<file path="src/rtl/single_result_collector.sv">
// ---------------------------------------------------------------------------
// single_result_collector
//
// Collects the four 8-bit results produced by the single-PE convolution
// engine (4x4 input, 3x3 kernel -> 2x2 output), holds them as the output
// matrix and streams them out in raster order over a valid/ready port.
// Protocol violations from the PE stage raise a sticky error flag.
//
// State   | meaning
// --------+-----------------------------------------------------------------
// IDLE    | not armed; waiting for en_single
// COLLECT | capturing acc_in on each en_result strobe into c_* by wr_idx
// STREAM  | presenting c_* by rd_idx on out_data, advancing on handshake
// DONE    | all four handshakes complete; holding until en_single drops
//
// Ports:
//   clk           clock, rising edge
//   reset         synchronous active-low reset
//   en_single     level arm; low returns the block to IDLE
//   en_result     one-cycle capture strobe, acc_in valid with it
//   acc_in[7:0]   result from the PE stage
//   pe_done       PE completion pulse (early arrival is an error)
//   c_1_1..c_2_2  stored 2x2 result matrix
//   result_valid  all four results of the current run are held
//   out_data[7:0] streamed element
//   out_valid     stream valid
//   out_ready     stream ready from consumer
//   out_last      marks the fourth streamed element
//   collect_done  set after the final handshake, until en_single drops
//   err           sticky protocol-error flag, cleared on arm or reset
// ---------------------------------------------------------------------------
module single_result_collector (
    input  logic       clk,
    input  logic       reset,
    input  logic       en_single,
    input  logic       en_result,
    input  logic [7:0] acc_in,
    input  logic       pe_done,
    output logic [7:0] c_1_1,
    output logic [7:0] c_1_2,
    output logic [7:0] c_2_1,
    output logic [7:0] c_2_2,
    output logic       result_valid,
    output logic [7:0] out_data,
    output logic       out_valid,
    input  logic       out_ready,
    output logic       out_last,
    output logic       collect_done,
    output logic       err
);

    typedef enum logic [1:0] {
        IDLE    = 2'd0,
        COLLECT = 2'd1,
        STREAM  = 2'd2,
        DONE    = 2'd3
    } state_t;

    state_t     state_q, state_d;
    logic [1:0] wr_idx_q, wr_idx_d;
    logic [1:0] rd_idx_q, rd_idx_d;
    logic [1:0] rd_idx_inc;
    logic [7:0] c11_q, c11_d, c12_q, c12_d, c21_q, c21_d, c22_q, c22_d;
    logic       result_valid_q, result_valid_d;
    logic       collect_done_q, collect_done_d;
    logic       err_q, err_d;
    logic       out_valid_q, out_valid_d;
    logic       out_last_q, out_last_d;
    logic [7:0] out_data_q, out_data_d;
    logic [7:0] next_elem;
    logic       abort;

    // Element that follows the one currently on out_data; loaded into the
    // output register on a handshake so out_data stays fully registered.
    always_comb begin
        rd_idx_inc = rd_idx_q + 2'd1;
        case (rd_idx_inc)
            2'd0:    next_elem = c11_q;
            2'd1:    next_elem = c12_q;
            2'd2:    next_elem = c21_q;
            default: next_elem = c22_q;
        endcase
    end

    assign abort = (state_q != IDLE) && !en_single;

    always_comb begin
        state_d        = state_q;
        wr_idx_d       = wr_idx_q;
        rd_idx_d       = rd_idx_q;
        c11_d          = c11_q;
        c12_d          = c12_q;
        c21_d          = c21_q;
        c22_d          = c22_q;
        result_valid_d = result_valid_q;
        collect_done_d = collect_done_q;
        err_d          = err_q;
        out_valid_d    = out_valid_q;
        out_last_d     = out_last_q;
        out_data_d     = out_data_q;

        case (state_q)
            IDLE: begin
                if (en_result) begin
                    err_d = 1'b1;
                end
                if (en_single) begin
                    state_d        = COLLECT;
                    wr_idx_d       = 2'd0;
                    rd_idx_d       = 2'd0;
                    result_valid_d = 1'b0;
                    // A strobe in the arming cycle still counts as an error.
                    err_d          = en_result;
                end
            end
            COLLECT: begin
                if (en_single) begin
                    // pe_done is legal only together with or after the 4th capture
                    if (pe_done && !(en_result && (wr_idx_q == 2'd3))) begin
                        err_d = 1'b1;
                    end
                    if (en_result) begin
                        case (wr_idx_q)
                            2'd0:    c11_d = acc_in;
                            2'd1:    c12_d = acc_in;
                            2'd2:    c21_d = acc_in;
                            default: c22_d = acc_in;
                        endcase
                        wr_idx_d = wr_idx_q + 2'd1;
                        if (wr_idx_q == 2'd3) begin
                            state_d        = STREAM;
                            result_valid_d = 1'b1;
                            out_valid_d    = 1'b1;
                            out_last_d     = 1'b0;
                            out_data_d     = c11_q;
                            rd_idx_d       = 2'd0;
                        end
                    end
                end
            end
            STREAM: begin
                if (en_result) begin
                    err_d = 1'b1;
                end
                if (out_ready) begin
                    if (rd_idx_q == 2'd3) begin
                        state_d        = DONE;
                        out_valid_d    = 1'b0;
                        out_last_d     = 1'b0;
                        out_data_d     = 8'd0;
                        collect_done_d = 1'b1;
                        rd_idx_d       = rd_idx_inc;
                    end else begin
                        rd_idx_d   = rd_idx_inc;
                        out_data_d = next_elem;
                        out_last_d = (rd_idx_inc == 2'd3);
                    end
                end
            end
            DONE: begin
                if (en_result) begin
                    err_d = 1'b1;
                end
            end
            default: begin
                state_d = IDLE;
            end
        endcase

        // Dropping the arm abandons the run but keeps the matrix and err.
        if (abort) begin
            state_d        = IDLE;
            out_valid_d    = 1'b0;
            out_last_d     = 1'b0;
            out_data_d     = 8'd0;
            collect_done_d = 1'b0;
            result_valid_d = 1'b0;
        end
    end

    always_ff @(posedge clk) begin
        if (!reset) begin
            state_q        <= IDLE;
            wr_idx_q       <= 2'd0;
            rd_idx_q       <= 2'd0;
            c11_q          <= 8'd0;
            c12_q          <= 8'd0;
            c21_q          <= 8'd0;
            c22_q          <= 8'd0;
            result_valid_q <= 1'b0;
            collect_done_q <= 1'b0;
            err_q          <= 1'b0;
            out_valid_q    <= 1'b0;
            out_last_q     <= 1'b0;
            out_data_q     <= 8'd0;
        end else begin
            state_q        <= state_d;
            wr_idx_q       <= wr_idx_d;
            rd_idx_q       <= rd_idx_d;
            c11_q          <= c11_d;
            c12_q          <= c12_d;
            c21_q          <= c21_d;
            c22_q          <= c22_d;
            result_valid_q <= result_valid_d;
            collect_done_q <= collect_done_d;
            err_q          <= err_d;
            out_valid_q    <= out_valid_d;
            out_last_q     <= out_last_d;
            out_data_q     <= out_data_d;
        end
    end

    assign c_1_1        = c11_q;
    assign c_1_2        = c12_q;
    assign c_2_1        = c21_q;
    assign c_2_2        = c22_q;
    assign result_valid = result_valid_q;
    assign collect_done = collect_done_q;
    assign err          = err_q;
    assign out_valid    = out_valid_q;
    assign out_last     = out_last_q;
    assign out_data     = out_data_q;

endmodule

</file>
<file path="config.mk">
export PLATFORM = sky130hd
export DESIGN_NAME = single_result_collector
export DESIGN_NICKNAME = d
export VERILOG_FILES = /design/src/rtl/single_result_collector.sv
export SDC_FILE = /design/constraint.sdc
export NUM_CORES = 1
export LEC_CHECK = 0
export CAP_MARGIN = 20
export CORE_ASPECT_RATIO = 1.5
export CORE_MARGIN = 2
export CORE_UTILIZATION = 33
export DETAILED_ROUTE_END_ITERATION = 10
export GPL_TIMING_DRIVEN = 0
export HOLD_SLACK_MARGIN = 0.02
export RECOVER_POWER = 25
export SLEW_MARGIN = 30
export SYNTH_ARGS = -nofsm -noshare
export SYNTH_HDL_FRONTEND = slang
export SYNTH_SLANG_ARGS = --single-unit
</file>
<file path="constraint.sdc">
create_clock -name clk -period 2.5 [get_ports clk]
set_input_delay 0.25 -clock clk [delete_from_list [all_inputs] [get_ports clk]]
set_output_delay 0.25 -clock clk [all_outputs]
set_load 0.02 [all_outputs]
</file>
Word-level counts from Yosys, hierarchy flattened

Cells that the tools add are included.

Flip-flop bits (word level): 51
Output and inout bits: 45
Logic and storage cells: 103

Add/subtract/negate cells: 2
Equal/unequal tests: 17
Multiplexer cells: 42
Bitwise gates (word level): 2
Reductions and logical operators: 27

Operators by type and width:

| operator            | number |
|---|---|
| $mux 8              | 5 |
| $mux 2              | 13 |
| $pmux 8 s3          | 1 |
| $reduce_and 4->1    | 5 |
| $pmux 8 s2          | 1 |
| $mux 1              | 15 |
| $eq 2x2->1 const B  | 7 |
| $ne 2x2->1 const B  | 7 |
| $pmux 2 s3          | 2 |
| $reduce_and 6->1    | 2 |
| $reduce_and 5->1    | 2 |
| $reduce_and 7->1    | 1 |
| $eq 2x1->1 const B  | 3 |
| $logic_not 2->1     | 3 |
| $pmux 1 s2          | 3 |
| $reduce_bool 2->1   | 3 |
| $add 2x1->2 const B | 2 |
| $pmux 2 s2          | 1 |
| $reduce_or 2->1     | 2 |
| $logic_and 1x1->1   | 3 |
| $pmux 1 s3          | 1 |
| $reduce_and 3->1    | 1 |
| $reduce_bool 3->1   | 1 |
| $reduce_or 3->1     | 1 |
| other kinds (3)     | 5 |

Longest topological paths before layout

Depth after elaboration: 7
Mapped depth: 8
Mapped depth without buffers: 6

Worst setup path before layout

No wires, ideal clock.

Path type: register -> register
Start point: register state_q[1]
End point: register state_q[0]
Library setup time: 71 ps
Data arrival time: 1850 ps
Slack: 580 ps
Cell stages (with the launch flop): 8
Buffers on the path: 1
Clock period less this slack: 1920 ps
Cells stage by stage: dfxtp_1 -> inv_1 -> ha_1 -> buf_6 -> o21ba_1 -> a2111o_1 -> or3_1 -> a21oi_1

Word-level cells in the longest chain between the ends: 3
Elaborated cells on any way between the ends: 15
Those cells by class: 8 x eq/ne; 1 x mux; 6 x reduce/logical

RTL lines:

| item                                                                        | line | source |
|---|---|---|
| from (decl)                                                                 | 59   | `state_t state_q, state_d;` |
| from (signal assigned)                                                      | 197  | `state_q <= state_d;` |
| $eq 2x2->1 (tied with other cells)                                          | 102  | `case (state_q)` |
| $ne 2x2->1 (no source line) (tied with other cells)                         | --   |  |
| $reduce_and 7->1 (no source line) / $reduce_or 2->1 (equally long branches) | --   |  |

Parallel ways exist; a longest one is shown, timed or not.
A chain may end at the register's enable or synchronous reset.

Worst setup path after layout

Start point: register state_q[0]
End point: register out_data_q[4] (netlist: out_data[4])

Word-level cells in the longest chain between the ends: 3
Elaborated cells on any way between the ends: 12
Those cells by class: 6 x eq/ne; 1 x mux; 5 x reduce/logical

RTL lines:

| item                                                                        | line | source |
|---|---|---|
| $eq 2x1->1 (tied with other cells)                                          | 102  |  |
| $ne 2x2->1 (no source line) (tied with other cells)                         | --   |  |
| $reduce_and 5->1 (no source line) / $reduce_or 2->1 (equally long branches) | --   |  |
| to (signal assigned)                                                        | 209  | `out_data_q <= out_data_d;` |
| to (decl)                                                                   | 69   | `logic [7:0] out_data_q, out_data_d;` |

Parallel ways exist; a longest one is shown, timed or not.

==> key figures <==
Global routing
  – Via count of the first global-routing pass: 2381
  – Global-route wire length before repair: 11900 um
  – Total routing resource utilization after global routing: 18.5%
  – Largest net degree at the start of global routing: 17
  – Sum of overflow across all layers after global routing: 0
  – Antenna violations before repair: 0

Power and ir drop
  – PwrDens: 735 nW/um^2
  – Pleak: 1.24 nW
  – Post-layout total power: 2.53 mW
  – Peak VDD IR: 0.436 mV

Critical path
  – Path type of the worst setup path: flip-flop to flip-flop
  – Nature of the critical path endpoint: flip-flop
  – Maximum fanout count along the critical path: 9
  – Worst Path Required: 2.66 ns
  – Data arrival time of the worst path: 2.38 ns
  – Setup slack, reg-to-reg: 0.28 ns
  – Startpoint type of the worst setup path: flip-flop

Synthesis
  – EDFF count, synth: 0
  – Synthesized area: 2550 sq um
  – Cell type contributing the most total cell area after synthesis: sky130_fd_sc_hd__dfxtp_1
  – Sequential share of the synthesized area: 40.0%
  – Fraction of post-synthesis cell area in the top cell type by area: 40.0%
  – Synth warn: 0
  – Share of flip-flops with an asynchronous set or reset after synthesis: 0%
  – Cells after Synth: 315
  – Top post-synthesis cells by area: sky130_fd_sc_hd__dfxtp_1, sky130_fd_sc_hd__nand2_1, sky130_fd_sc_hd__a21boi_0, sky130_fd_sc_hd__ha_1, sky130_fd_sc_hd__nor3_1
  – Dominant synthesized flop cell: sky130_fd_sc_hd__dfxtp_1
  – Mean instance size in the synthesized netlist: 8.10 sq um
  – Flip-flop and latch count after synthesis: 51
  – Unique cell type count in the Yosys netlist: 36
  – Synth Net Count: 345

Die
  – Number of placed I/O pins: 59
  – Area of the die: 8460 sq um
  – Chip width: 75.8 um
  – Core Area: 7560 sq um
  – Floorplan row count: 39
  – Starting density of the core: 33.7%
  – Die outline height: 112 um

Finish
  – Util after Layout: 45.4%
  – Final layout net count: 410
  – Final design instance area without fill: 3440 sq um
  – Ratio of cells with drive above 1 in the final layout: 5.51%
  – Layout overhead on the synthesized area: 34.7%
  – FF+latch area: 1020 sq um
  – Total area of multi-input combinational cells: 1380 sq um
  – Final Non-Filler Cells: 483
  – Antenna cell count: 0
  – Total of fill cells in the finished design: 760

Clock network
  – Clock-pin slew of the registers on the worst-case setup and hold paths: 0.07 ns
  – Post_cts resized: 0
  – Clock insertion delay at the later pin of the skew report: 0.29 ns
  – Post-CTS Repair Setup Buffers: 0
  – H-Tree Depth: 2
  – Clock tree from TritonCTS: yes
  – Clock buffers created by TritonCTS: 5
  – Maximum number of buffers from clock root to sink: 2
  – Clock root cell: sky130_fd_sc_hd__clkbuf_16
  – Clock sink count: 51
  – Hold-fix buffers, CTS: 0

Drt
  – Number of design rule violations left after detail routing: 0
  – Number of vias per cell: 4.99
  – Final antenna-violating net count: 0
  – Detailed Route Iter0 Violations: 131
  – Mean routed wirelength per cell: 15.4 um
  – Vias post-DR: 2412
  – Total wire length: 7440 um
  – 1st-pass router iterations: 5

Timing
  – F_max: 0.450 GHz
  – Hold violation count in the final report: 0
  – Max-slew headroom: 49.9%
  – Final worst path period share: 89.0%
  – Hold_ws: 0.452 ns
  – Number of setup violations in the final report: 0
  – Setup Total Neg Slack: 0 ns
  – Minimum clock period after layout: 2.22 ns
  – Post-route setup slack: 0.276 ns
  – Transition time at the pin with the least slew margin: 0.750 ns
  – Slew Viols, Final: 0
  – Setup clock skew after layout: 0.00616 ns
  – RSZ-0062 raised after global routing: false

Place
  – Detailed-placement wirelength estimate: 5560 um
  – Post-Place Cell Area: 3260 sq um
  – Worst-case setup slack after placement: 0.171 ns
  – Post-placement cell count: 475
  – Placer Congestion: 0.830
  – Number of input and output port buffers inserted: 58

Job
  – Max-capacitance violation count: 0

Hold path
  – Hold Path Class: flip-flop to flip-flop

Status
  – Outcome: finished, final reports clean
-- state kept, by name, indices dropped and copies added, names as in the netlist --
name	count
c_1_1	8
c_1_2	8
c_2_1	8
c_2_2	8
collect_done	1
err	1
out_data	8
out_last	1
out_valid	1
rd_idx_q	2
result_valid	1
state_q	2
wr_idx_q	2
-- synthesized netlist by cell type (all sizes together) (2+ instances only) --
library cell   n
nand2b         2
dfxtp         51
a21oi         13
nor3          16
a22oi          9
a211o          2
and2           4
and3           2
a31o           3
nor2          12
nor2b         11
clkbuf        10
a221oi         8
buf           10
a31oi          2
ha            16
inv           16
nand3          5
a21boi        33
o21ai          6
nand2         73
-- logic make-up (layout without fill, tap and decap cells) --
logic type | count (synthesis) | in the layout | share of synthesized area [%]
AND/OR/NAND/NOR | 127 | 127 | 21.9
flip-flops | 51 | 51 | 40.0
adder cells (fa/ha/maj) | 16 | 16 | 7.85
buffers and inverters | 36 | 102 | 5.94
AO/OA/AOI/OAI | 85 | 85 | 24.3
-- power by group --
| group | total (mW) | switching, mW | internal (mW) |
|---|---|---|---|
| clock network | 0.812 | 0.309 | 0.504 |
| logic | 0.785 | 0.479 | 0.307 |
| registers | 0.929 | 0.0516 | 0.877 |
-- cell type report --
type,count,area share (%)
repair buffers,58,16.9
flip-flops and latches,51,29.7
inverters,16,1.75
well taps,102,3.71
multi-input cells,228,40.1
plain buffers,20,2.66
clock inverters,2,1.13
clock buffers,6,4.04
-- cells in the final DEF, fill, tap and decap left out, types with 2 or more instances in the layout --
cell	n
sky130_fd_sc_hd__a211o_2	2
sky130_fd_sc_hd__a21boi_0	33
sky130_fd_sc_hd__a21oi_1	13
sky130_fd_sc_hd__a221oi_1	8
sky130_fd_sc_hd__a22oi_1	9
sky130_fd_sc_hd__a31o_2	3
sky130_fd_sc_hd__a31oi_1	2
sky130_fd_sc_hd__and2_1	4
sky130_fd_sc_hd__buf_1	4
sky130_fd_sc_hd__buf_2	4
sky130_fd_sc_hd__clkbuf_1	10
sky130_fd_sc_hd__clkbuf_16	5
sky130_fd_sc_hd__clkdlybuf4s50_1	34
sky130_fd_sc_hd__dfxtp_1	51
sky130_fd_sc_hd__dlygate4sd3_1	24
sky130_fd_sc_hd__ha_1	16
sky130_fd_sc_hd__inv_1	16
sky130_fd_sc_hd__nand2_1	73
sky130_fd_sc_hd__nand2b_1	2
sky130_fd_sc_hd__nand3_1	5
sky130_fd_sc_hd__nor2_1	12
sky130_fd_sc_hd__nor2b_1	11
sky130_fd_sc_hd__nor3_1	16
sky130_fd_sc_hd__o21ai_0	6
-- final timing paths --
check,start,cells after the start,endpoint
hold / removal,out_last$_SDFFE_PP0P_,2,out_last$_SDFFE_PP0P_
setup / recovery,state_q[0]$_SDFFE_PP0P_,7,out_data[4]$_SDFFE_PP0P_
hold reg to reg,out_last$_SDFFE_PP0P_,2,out_last$_SDFFE_PP0P_
setup reg to reg,state_q[0]$_SDFFE_PP0P_,7,out_data[4]$_SDFFE_PP0P_
-- worst max-delay path, cell delays in order (launching register included) --
cell	delay, ns
sky130_fd_sc_hd__dfxtp_1	0.43
sky130_fd_sc_hd__inv_1	0.12
sky130_fd_sc_hd__ha_1	0.30
sky130_fd_sc_hd__nor2b_1	0.20
sky130_fd_sc_hd__a211o_2	0.30
sky130_fd_sc_hd__clkbuf_1	0.24
sky130_fd_sc_hd__nor3_1	0.42
sky130_fd_sc_hd__nor3_1	0.09
-- routing by layer --
layer,up-vias,GRT usage [%],wire length [um],share of wire [%]
li1,1202,-,-,-
met1,1136,22.4,3020,41
met2,61,31.8,3910,53
met3,13,2.62,292,3.9
met4,0,7.49,224,3.0
met5,-,0,0,0
(Power assumes the default switching activity.)
